### config.mk
export PLATFORM = sky130hd
export DESIGN_NAME = fetch_ctrl_flat
export DESIGN_NICKNAME = d
export VERILOG_FILES = /design/src/rtl/fetch_ctrl_pkg.sv /design/src/rtl/fetch_ctrl_if.sv /design/src/rtl/fetch_ctrl_inst_buf.sv /design/src/rtl/fetch_ctrl.sv /design/src/flat_wrapper.sv
export SDC_FILE = /design/constraint.sdc
export NUM_CORES = 1
export LEC_CHECK = 0
export BUFFER_PORTS_ARGS = -buffer_cell sky130_fd_sc_hd__buf_2
export CORE_ASPECT_RATIO = 0.9
export CORE_MARGIN = 2
export CORE_UTILIZATION = 56
export DETAILED_ROUTE_END_ITERATION = 8
export PLACE_DENSITY = 0.85
export SETUP_SLACK_MARGIN = 0.4
export SKIP_CTS_REPAIR_TIMING = 1
export SLEW_MARGIN = 40
export SYNTH_ARGS = -nofsm -noshare
export SYNTH_HDL_FRONTEND = slang
export SYNTH_SLANG_ARGS = --single-unit
### constraint.sdc
create_clock -name clk -period 10.15 [get_ports clk]
set_clock_uncertainty 0.15 [all_clocks]
set_input_delay 1.015 -clock clk [delete_from_list [all_inputs] [get_ports clk]]
set_output_delay 1.015 -clock clk [all_outputs]
set_load 0.01 [all_outputs]
### src/rtl/fetch_ctrl_pkg.sv
// Shared types and sizes for the instruction fetch controller.
// Address/data widths track the program counter and instruction memory.
package fetch_ctrl_pkg;

    localparam int INST_DEPTH = 16;
    localparam int INST_WIDTH = 32;

    typedef enum logic [1:0] {
        FETCH_IDLE    = 2'd0,
        FETCH_REQ     = 2'd1,
        FETCH_WAIT    = 2'd2,
        FETCH_DISCARD = 2'd3
    } fetch_state_e;

endpackage

### src/rtl/fetch_ctrl_if.sv
// Memory-side and decode-side handshake bundle for fetch_ctrl.
// master = fetch controller, slave = memory/decode environment.
interface fetch_ctrl_if
    import fetch_ctrl_pkg::*;
#(
    parameter int N = INST_DEPTH,
    parameter int W = INST_WIDTH
);

    logic         mem_req;
    logic [N-1:0] mem_addr;
    logic         mem_ack;
    logic         mem_rvalid;
    logic [W-1:0] mem_rdata;

    logic         inst_valid;
    logic         inst_ready;
    logic [W-1:0] inst_data;
    logic [N-1:0] inst_addr;

    modport master (
        output mem_req, mem_addr,
        input  mem_ack, mem_rvalid, mem_rdata,
        output inst_valid, inst_data, inst_addr,
        input  inst_ready
    );

    modport slave (
        input  mem_req, mem_addr,
        output mem_ack, mem_rvalid, mem_rdata,
        input  inst_valid, inst_data, inst_addr,
        output inst_ready
    );

endinterface

### src/rtl/fetch_ctrl_inst_buf.sv
// Two-entry first-word-fall-through instruction queue with flush.
// Head output reads as zero while the queue is empty.
module fetch_ctrl_inst_buf #(
    parameter int WIDTH = 48
) (
    input  logic             clk,
    input  logic             rst,
    input  logic             flush,
    input  logic             push,
    input  logic             pop,
    input  logic [WIDTH-1:0] wdata,
    output logic [WIDTH-1:0] rdata,
    output logic [1:0]       count,
    output logic             empty,
    output logic             full
);

    logic [WIDTH-1:0] mem [2];
    logic             wr_ptr;
    logic             rd_ptr;
    logic             do_push;
    logic             do_pop;

    assign empty   = (count == 2'd0);
    assign full    = (count == 2'd2);
    assign do_pop  = pop & ~empty;
    // a full queue still takes a push when the head leaves the same cycle
    assign do_push = push & (~full | do_pop);
    assign rdata   = empty ? '0 : mem[rd_ptr];

    always_ff @(posedge clk or posedge rst) begin
        if (rst) begin
            wr_ptr <= 1'b0;
            rd_ptr <= 1'b0;
            count  <= 2'd0;
            mem[0] <= '0;
            mem[1] <= '0;
        end else if (flush) begin
            wr_ptr <= 1'b0;
            rd_ptr <= 1'b0;
            count  <= 2'd0;
        end else begin
            if (do_push) begin
                mem[wr_ptr] <= wdata;
                wr_ptr      <= ~wr_ptr;
            end
            if (do_pop) begin
                rd_ptr <= ~rd_ptr;
            end
            count <= count + {1'b0, do_push} - {1'b0, do_pop};
        end
    end

endmodule

### src/rtl/fetch_ctrl.sv
// Instruction fetch controller: req/ack + rvalid memory fetch, PC
// count/load control, and a 2-entry queue toward decode.
module fetch_ctrl
    import fetch_ctrl_pkg::*;
#(
    parameter int N = INST_DEPTH,
    parameter int W = INST_WIDTH
) (
    input  logic          clk,
    input  logic          rst,
    input  logic          en,
    input  logic [N-1:0]  pc_addr,
    output logic          pc_count,
    output logic          pc_load,
    output logic [N-1:0]  pc_addr_in,
    input  logic          redir_valid,
    input  logic [N-1:0]  redir_addr,
    fetch_ctrl_if.master  bus
);

    fetch_state_e   state;
    fetch_state_e   state_n;
    logic           req_q;
    logic [N-1:0]   addr_q;
    logic           load_addr;
    logic           push;
    logic           pop;
    logic           empty;
    logic           full;
    logic [1:0]     count;
    logic [2:0]     count_n;
    logic           idle_space;
    logic           wait_space;
    logic [N+W-1:0] head;

    assign pc_load    = redir_valid;
    assign pc_addr_in = redir_addr;
    assign pc_count   = req_q & bus.mem_ack & ~redir_valid;

    assign bus.mem_req  = req_q;
    assign bus.mem_addr = addr_q;

    assign bus.inst_valid = ~empty;
    assign {bus.inst_addr, bus.inst_data} = head;

    assign pop  = ~empty & bus.inst_ready;
    assign push = (state == FETCH_WAIT) & bus.mem_rvalid & ~redir_valid;

    // queue occupancy after this edge; a new request needs it below 2
    assign count_n    = {1'b0, count} + {2'b0, push} - {2'b0, pop};
    assign idle_space = ~full | pop;
    assign wait_space = (count_n < 3'd2);

    always_comb begin
        state_n   = state;
        load_addr = 1'b0;
        unique case (state)
            FETCH_IDLE: begin
                if (en & ~redir_valid & idle_space) begin
                    state_n   = FETCH_REQ;
                    load_addr = 1'b1;
                end
            end
            FETCH_REQ: begin
                if (redir_valid) begin
                    state_n = bus.mem_ack ? FETCH_DISCARD : FETCH_IDLE;
                end else if (bus.mem_ack) begin
                    state_n = FETCH_WAIT;
                end
            end
            FETCH_WAIT: begin
                if (redir_valid) begin
                    state_n = bus.mem_rvalid ? FETCH_IDLE : FETCH_DISCARD;
                end else if (bus.mem_rvalid) begin
                    if (en & wait_space) begin
                        state_n   = FETCH_REQ;
                        load_addr = 1'b1;
                    end else begin
                        state_n = FETCH_IDLE;
                    end
                end
            end
            FETCH_DISCARD: begin
                if (bus.mem_rvalid) begin
                    state_n = FETCH_IDLE;
                end
            end
        endcase
    end

    always_ff @(posedge clk or posedge rst) begin
        if (rst) begin
            state  <= FETCH_IDLE;
            req_q  <= 1'b0;
            addr_q <= '0;
        end else begin
            state <= state_n;
            req_q <= (state_n == FETCH_REQ);
            if (load_addr) begin
                addr_q <= pc_addr;
            end
        end
    end

    fetch_ctrl_inst_buf #(
        .WIDTH(N + W)
    ) u_buf (
        .clk   (clk),
        .rst   (rst),
        .flush (redir_valid),
        .push  (push),
        .pop   (pop),
        .wdata ({addr_q, bus.mem_rdata}),
        .rdata (head),
        .count (count),
        .empty (empty),
        .full  (full)
    );

endmodule
### src/flat_wrapper.sv
// flat-port wrapper written by rule: the top's interface ports become plain ports
module fetch_ctrl_flat import fetch_ctrl_pkg::*;
#(
    parameter int N = INST_DEPTH,
    parameter int W = INST_WIDTH
)
  (clk, rst, en, pc_addr, pc_count, pc_load, pc_addr_in, redir_valid, redir_addr, bus_mem_req, bus_mem_addr, bus_mem_ack, bus_mem_rvalid, bus_mem_rdata, bus_inst_valid, bus_inst_data, bus_inst_addr, bus_inst_ready);
  fetch_ctrl_if #(.N(N), .W(W)) bus_i ();
  input  logic clk;
  input  logic rst;
  input  logic en;
  input  logic [N-1:0] pc_addr;
  output logic pc_count;
  output logic pc_load;
  output logic [N-1:0] pc_addr_in;
  input  logic redir_valid;
  input  logic [N-1:0] redir_addr;
  output wire logic [$bits(bus_i.mem_req)-1:0] bus_mem_req;
  output wire logic [$bits(bus_i.mem_addr)-1:0] bus_mem_addr;
  input wire logic [$bits(bus_i.mem_ack)-1:0] bus_mem_ack;
  input wire logic [$bits(bus_i.mem_rvalid)-1:0] bus_mem_rvalid;
  input wire logic [$bits(bus_i.mem_rdata)-1:0] bus_mem_rdata;
  output wire logic [$bits(bus_i.inst_valid)-1:0] bus_inst_valid;
  output wire logic [$bits(bus_i.inst_data)-1:0] bus_inst_data;
  output wire logic [$bits(bus_i.inst_addr)-1:0] bus_inst_addr;
  input wire logic [$bits(bus_i.inst_ready)-1:0] bus_inst_ready;
  assign bus_mem_req = bus_i.mem_req;
  assign bus_mem_addr = bus_i.mem_addr;
  assign bus_i.mem_ack = bus_mem_ack;
  assign bus_i.mem_rvalid = bus_mem_rvalid;
  assign bus_i.mem_rdata = bus_mem_rdata;
  assign bus_inst_valid = bus_i.inst_valid;
  assign bus_inst_data = bus_i.inst_data;
  assign bus_inst_addr = bus_i.inst_addr;
  assign bus_i.inst_ready = bus_inst_ready;
  fetch_ctrl #(.N(N), .W(W)) u_core (.clk(clk), .rst(rst), .en(en), .pc_addr(pc_addr), .pc_count(pc_count), .pc_load(pc_load), .pc_addr_in(pc_addr_in), .redir_valid(redir_valid), .redir_addr(redir_addr), .bus(bus_i));
endmodule
==> out/qor.tcl <==
set qor(seq_area_frac_synth) 0.536
set qor(synth_top_flop_cell) {dfrtp_1}
set qor(clk_root_buffer_cell) {clkbuf_8}
set qor(worstReg2RegEnd) {u_core.bus.mem_addr[6]}
set qor(finalHoldWorstSlack_ns) 0.354
set qor(placed_wire_length_estimate_after_detailed_placement_mm) 7.60
set qor(worst_hold_startpoint) {u_core.u_buf.mem[31]}
set qor(post_dp_cell_area_mm2) 0.00616
set qor(slowest_delay_ns) 0.56
set qor(post_drt_wl_per_cell_um) 17.6
set qor(first_global_vias) 3914
set qor(worst_ep_required_time_ns) 10.39
set qor(clkTransAtPathRegs_ns) 0.06
set qor(layout_worst_path_cycle_share) 0.368
set qor(max_slew.worst_pin.slew_ns) 0.713
set qor(die_h_um) 98.5
set qor(drc) 0
set qor(worst-r2r-setup-slack_ns) 6.42
set qor(setup_violators_final) 0
set qor(tritoncts) {done}
set qor(finalWirelength_mm) 11.5
set qor(syn_inst) 406
set qor(areaGrowthSynthToFinish_pct) 22.0
set qor(period_needed_ns) 3.73
set qor(avgViaCountPerCell) 5.37
set qor(crit_path_cell_trace) {nor2_4, buf_8, inv_1, and2_1, ha_1, nand2b_1, fa_1, xor2_1, nor2_2, a31oi_4, mux2_2}
set qor(core_occupancy_in_the_finished_layout) 0.703
set qor(path_class) {reg2reg}
set qor(crit_fanout) 18
set qor(synth.distinct_cells) 30
set qor(worstReg2RegStart) {u_core.u_buf.count[1]}
set qor(clock_insertion_delay_worst_skew_ns) 0.51
set qor(worstHoldEndpoint) {u_core.u_buf.mem[31]}
set qor(power.ir.vdd_worst_uv) 194
set qor(core_region_area_mm2) 0.00966
set qor(dr.pass1.iters) 4
set qor(finalHoldViolCount) 0
set qor(post_route_cells_drive_above_1_share) 0.535
set qor(grt_usage) 0.232
set qor(yosys_register_bits) 119
set qor(synthesis.nets) 481
set qor(core.rowCount) 34
set qor(leakagePower_nw) 3.35
set qor(tritoncts_num_sinks) 119
set qor(synth-warning-count) 0
set qor(timing.final.max_slew_violations) 0
set qor(cpLargestDelayFamily) {simple AND/OR/NAND/NOR gates}
set qor(worstHoldPathCells) 1
set qor(endpoint_kind) {flop}
set qor(grt_max_degree) 63
set qor(synth_enable_flop_cells) 0
set qor(fp.dieArea_mm2) 0.0107
set qor(finalSetupTns_ns) 0
set qor(cp-start-kind) {flop}
set qor(grt_pass1_wl_mm) 18.9
set qor(slew_headroom) 0.524
set qor(ctsHtreeMaxLevel) 4
set qor(rsz0062_at_grt) {false}
set qor(gp_congestion) 0.737
set qor(ant_nets) 0
set qor(antenna_found_initial) 0
set qor(async_flop_share) 1.00
set qor(postSynthAreaPerCell_um2) 13.7
set qor(r2r.worst_path.cells) 11
set qor(timing.critical_path.slowest_stage_cell) {a31oi_4}
set qor(overflow) 0
set qor(ioPinCount) 155
set qor(synth_area_mm2) 0.00556
set qor(min_path_type) {reg2reg}
set qor(power.density_cell_area_mw_per_mm2) 319
set qor(worst_ep_arrival_time_ns) 3.98
set qor(antenna_cells_inserted) 0
set qor(cts_inserted_buffers) 17
set qor(outcome) {completed}
set qor(start_util) 0.576
set qor(max_cap_violations) 0
set qor(ctsLongestPathBuffers) 2
set qor(placement.io_buffers) 122
set qor(timing.critical_path.buf_inv) 2
set qor(design_area_mm2) 0.00678
set qor(vias) 3506
set qor(placed_cells_incl_taps) 621
set qor(drt_first_iter_violations) 122
set qor(max_clock_freq_ghz) 0.268
set qor(die-width_um) 109
set qor(post_layout_nonfiller_instances) 653
set qor(finalNetCount) 589
## worst reg2reg max path, cell delays in order (launching register included)
cell,delay (ns)
dfrtp_1,0.47
nor2_4,0.42
buf_8,0.23
inv_1,0.06
and2_1,0.19
ha_1,0.30
nand2b_1,0.16
fa_1,0.38
xor2_1,0.20
nor2_2,0.07
a31oi_4,0.56
mux2_2,0.42
## layout by cell type, fill, tap and decap left out, drive strengths merged
| cell type | n |
|---|---|
| and2 | 1 |
| bufinv | 4 |
| mux2 | 112 |
| xor2 | 2 |
| nor2b | 1 |
| buf | 129 |
| clkinv | 3 |
| o21ai | 2 |
| nand2b | 1 |
| a31oi | 1 |
| clkinvlp | 4 |
| nand2 | 5 |
| or3b | 1 |
| mux2i | 49 |
| clkbuf | 21 |
| inv | 4 |
| nor4bb | 1 |
| nand4bb | 1 |
| dfrtp | 119 |
| fa | 1 |
| nor2 | 55 |
| nor3 | 1 |
| a21oi | 1 |
| a21o | 1 |
| xnor2 | 3 |
| nor3b | 1 |
| ha | 3 |
## flip-flops by register name, summed over array words and instances (netlist names)
register             flops
u_core.u_buf.mem        96
u_core.bus.mem_addr     16
u_core.state             2
u_core.u_buf.count       2
u_core.bus.mem_req       1
u_core.u_buf.rd_ptr      1
u_core.u_buf.wr_ptr      1
## cells in the mapped netlist, drive strengths merged, types with 2 or more instances
cell | count | area, um^2
clkbuf | 6 | 22.5
nand2 | 5 | 18.8
nor2 | 55 | 211
mux2i | 49 | 490
xnor2 | 3 | 26.3
xor2 | 2 | 17.5
dfrtp | 119 | 2980
ha | 3 | 37.5
buf | 34 | 249
o21ai | 2 | 10.0
mux2 | 112 | 1340
inv | 4 | 15.0
## how the worst max path moves through the flow
stage / from / to / slack [ns] / cells after the start
5_1_grt: u_core.u_buf.count[1] / u_core.bus.mem_addr[13] / 6.20 / 11
4_1_cts: u_core.u_buf.count[1] / u_core.bus.mem_addr[13] / 6.38 / 11
2_1_floorplan: rst / u_core.bus.mem_addr[0] / 5.83 / 1
3_3_place_gp: u_core.u_buf.count[1] / u_core.bus.mem_addr[11] / 6.10 / 10
3_5_place_dp: redir_valid / u_core.bus.mem_addr[5] / 6.28 / 9
6_report: u_core.u_buf.count[1] / u_core.bus.mem_addr[6] / 6.42 / 11
## power breakdown
group / leakage, nW / switching, W / internal [W]
clock: 0.290 / 0.000210 / 0.000412
combinational: 1.53 / 0.000322 / 0.000383
sequential: 1.53 / 0.000158 / 0.000677
total: 3.35 / 0.000690 / 0.00147
## area by class of cell
type | instances | area, um^2
inverters | 4 | 20.0
well taps | 126 | 158
multi-input cells | 243 | 2310
repair buffers | 129 | 691
flip-flops and latches | 119 | 2980
clock buffers | 21 | 449
fillers | 653 | 2870
clock inverters | 11 | 173
## per-stage QoR
| step | setup WS, ns | total power [W] |
|---|---|---|
| global placement | 6.10 | 0.00147 |
| detailed placement | 6.28 | 0.00154 |
| finish | 6.42 | 0.00216 |
| global route | 6.20 | 0.00229 |
| CTS | 6.38 | 0.00218 |
| floorplan | 5.83 | 0.00129 |
## logic make-up (layout without fill, tap and decap cells)
group | after synthesis | count (layout) | share of synthesized area
fa+ha+maj | 4 | 4 | 0.0104
xor+xnor | 5 | 5 | 0.00788
buf+inv | 44 | 165 | 0.0515
flops | 119 | 119 | 0.536
compound gates | 5 | 5 | 0.00788
mux | 161 | 161 | 0.329
simple gates | 68 | 68 | 0.0583
## layer usage
metal  share of wire  global-route usage  up-vias  routed length [um]
met5               0                   0        -                   0
met4           0.015              0.0720        0                 174
met3           0.051              0.0747       26                 592
met2            0.50               0.386      108                5720
met1            0.44               0.288     1777                5010
li1                -                   -     1595                   -
Note: power is estimated with default switching activity, not from simulation.
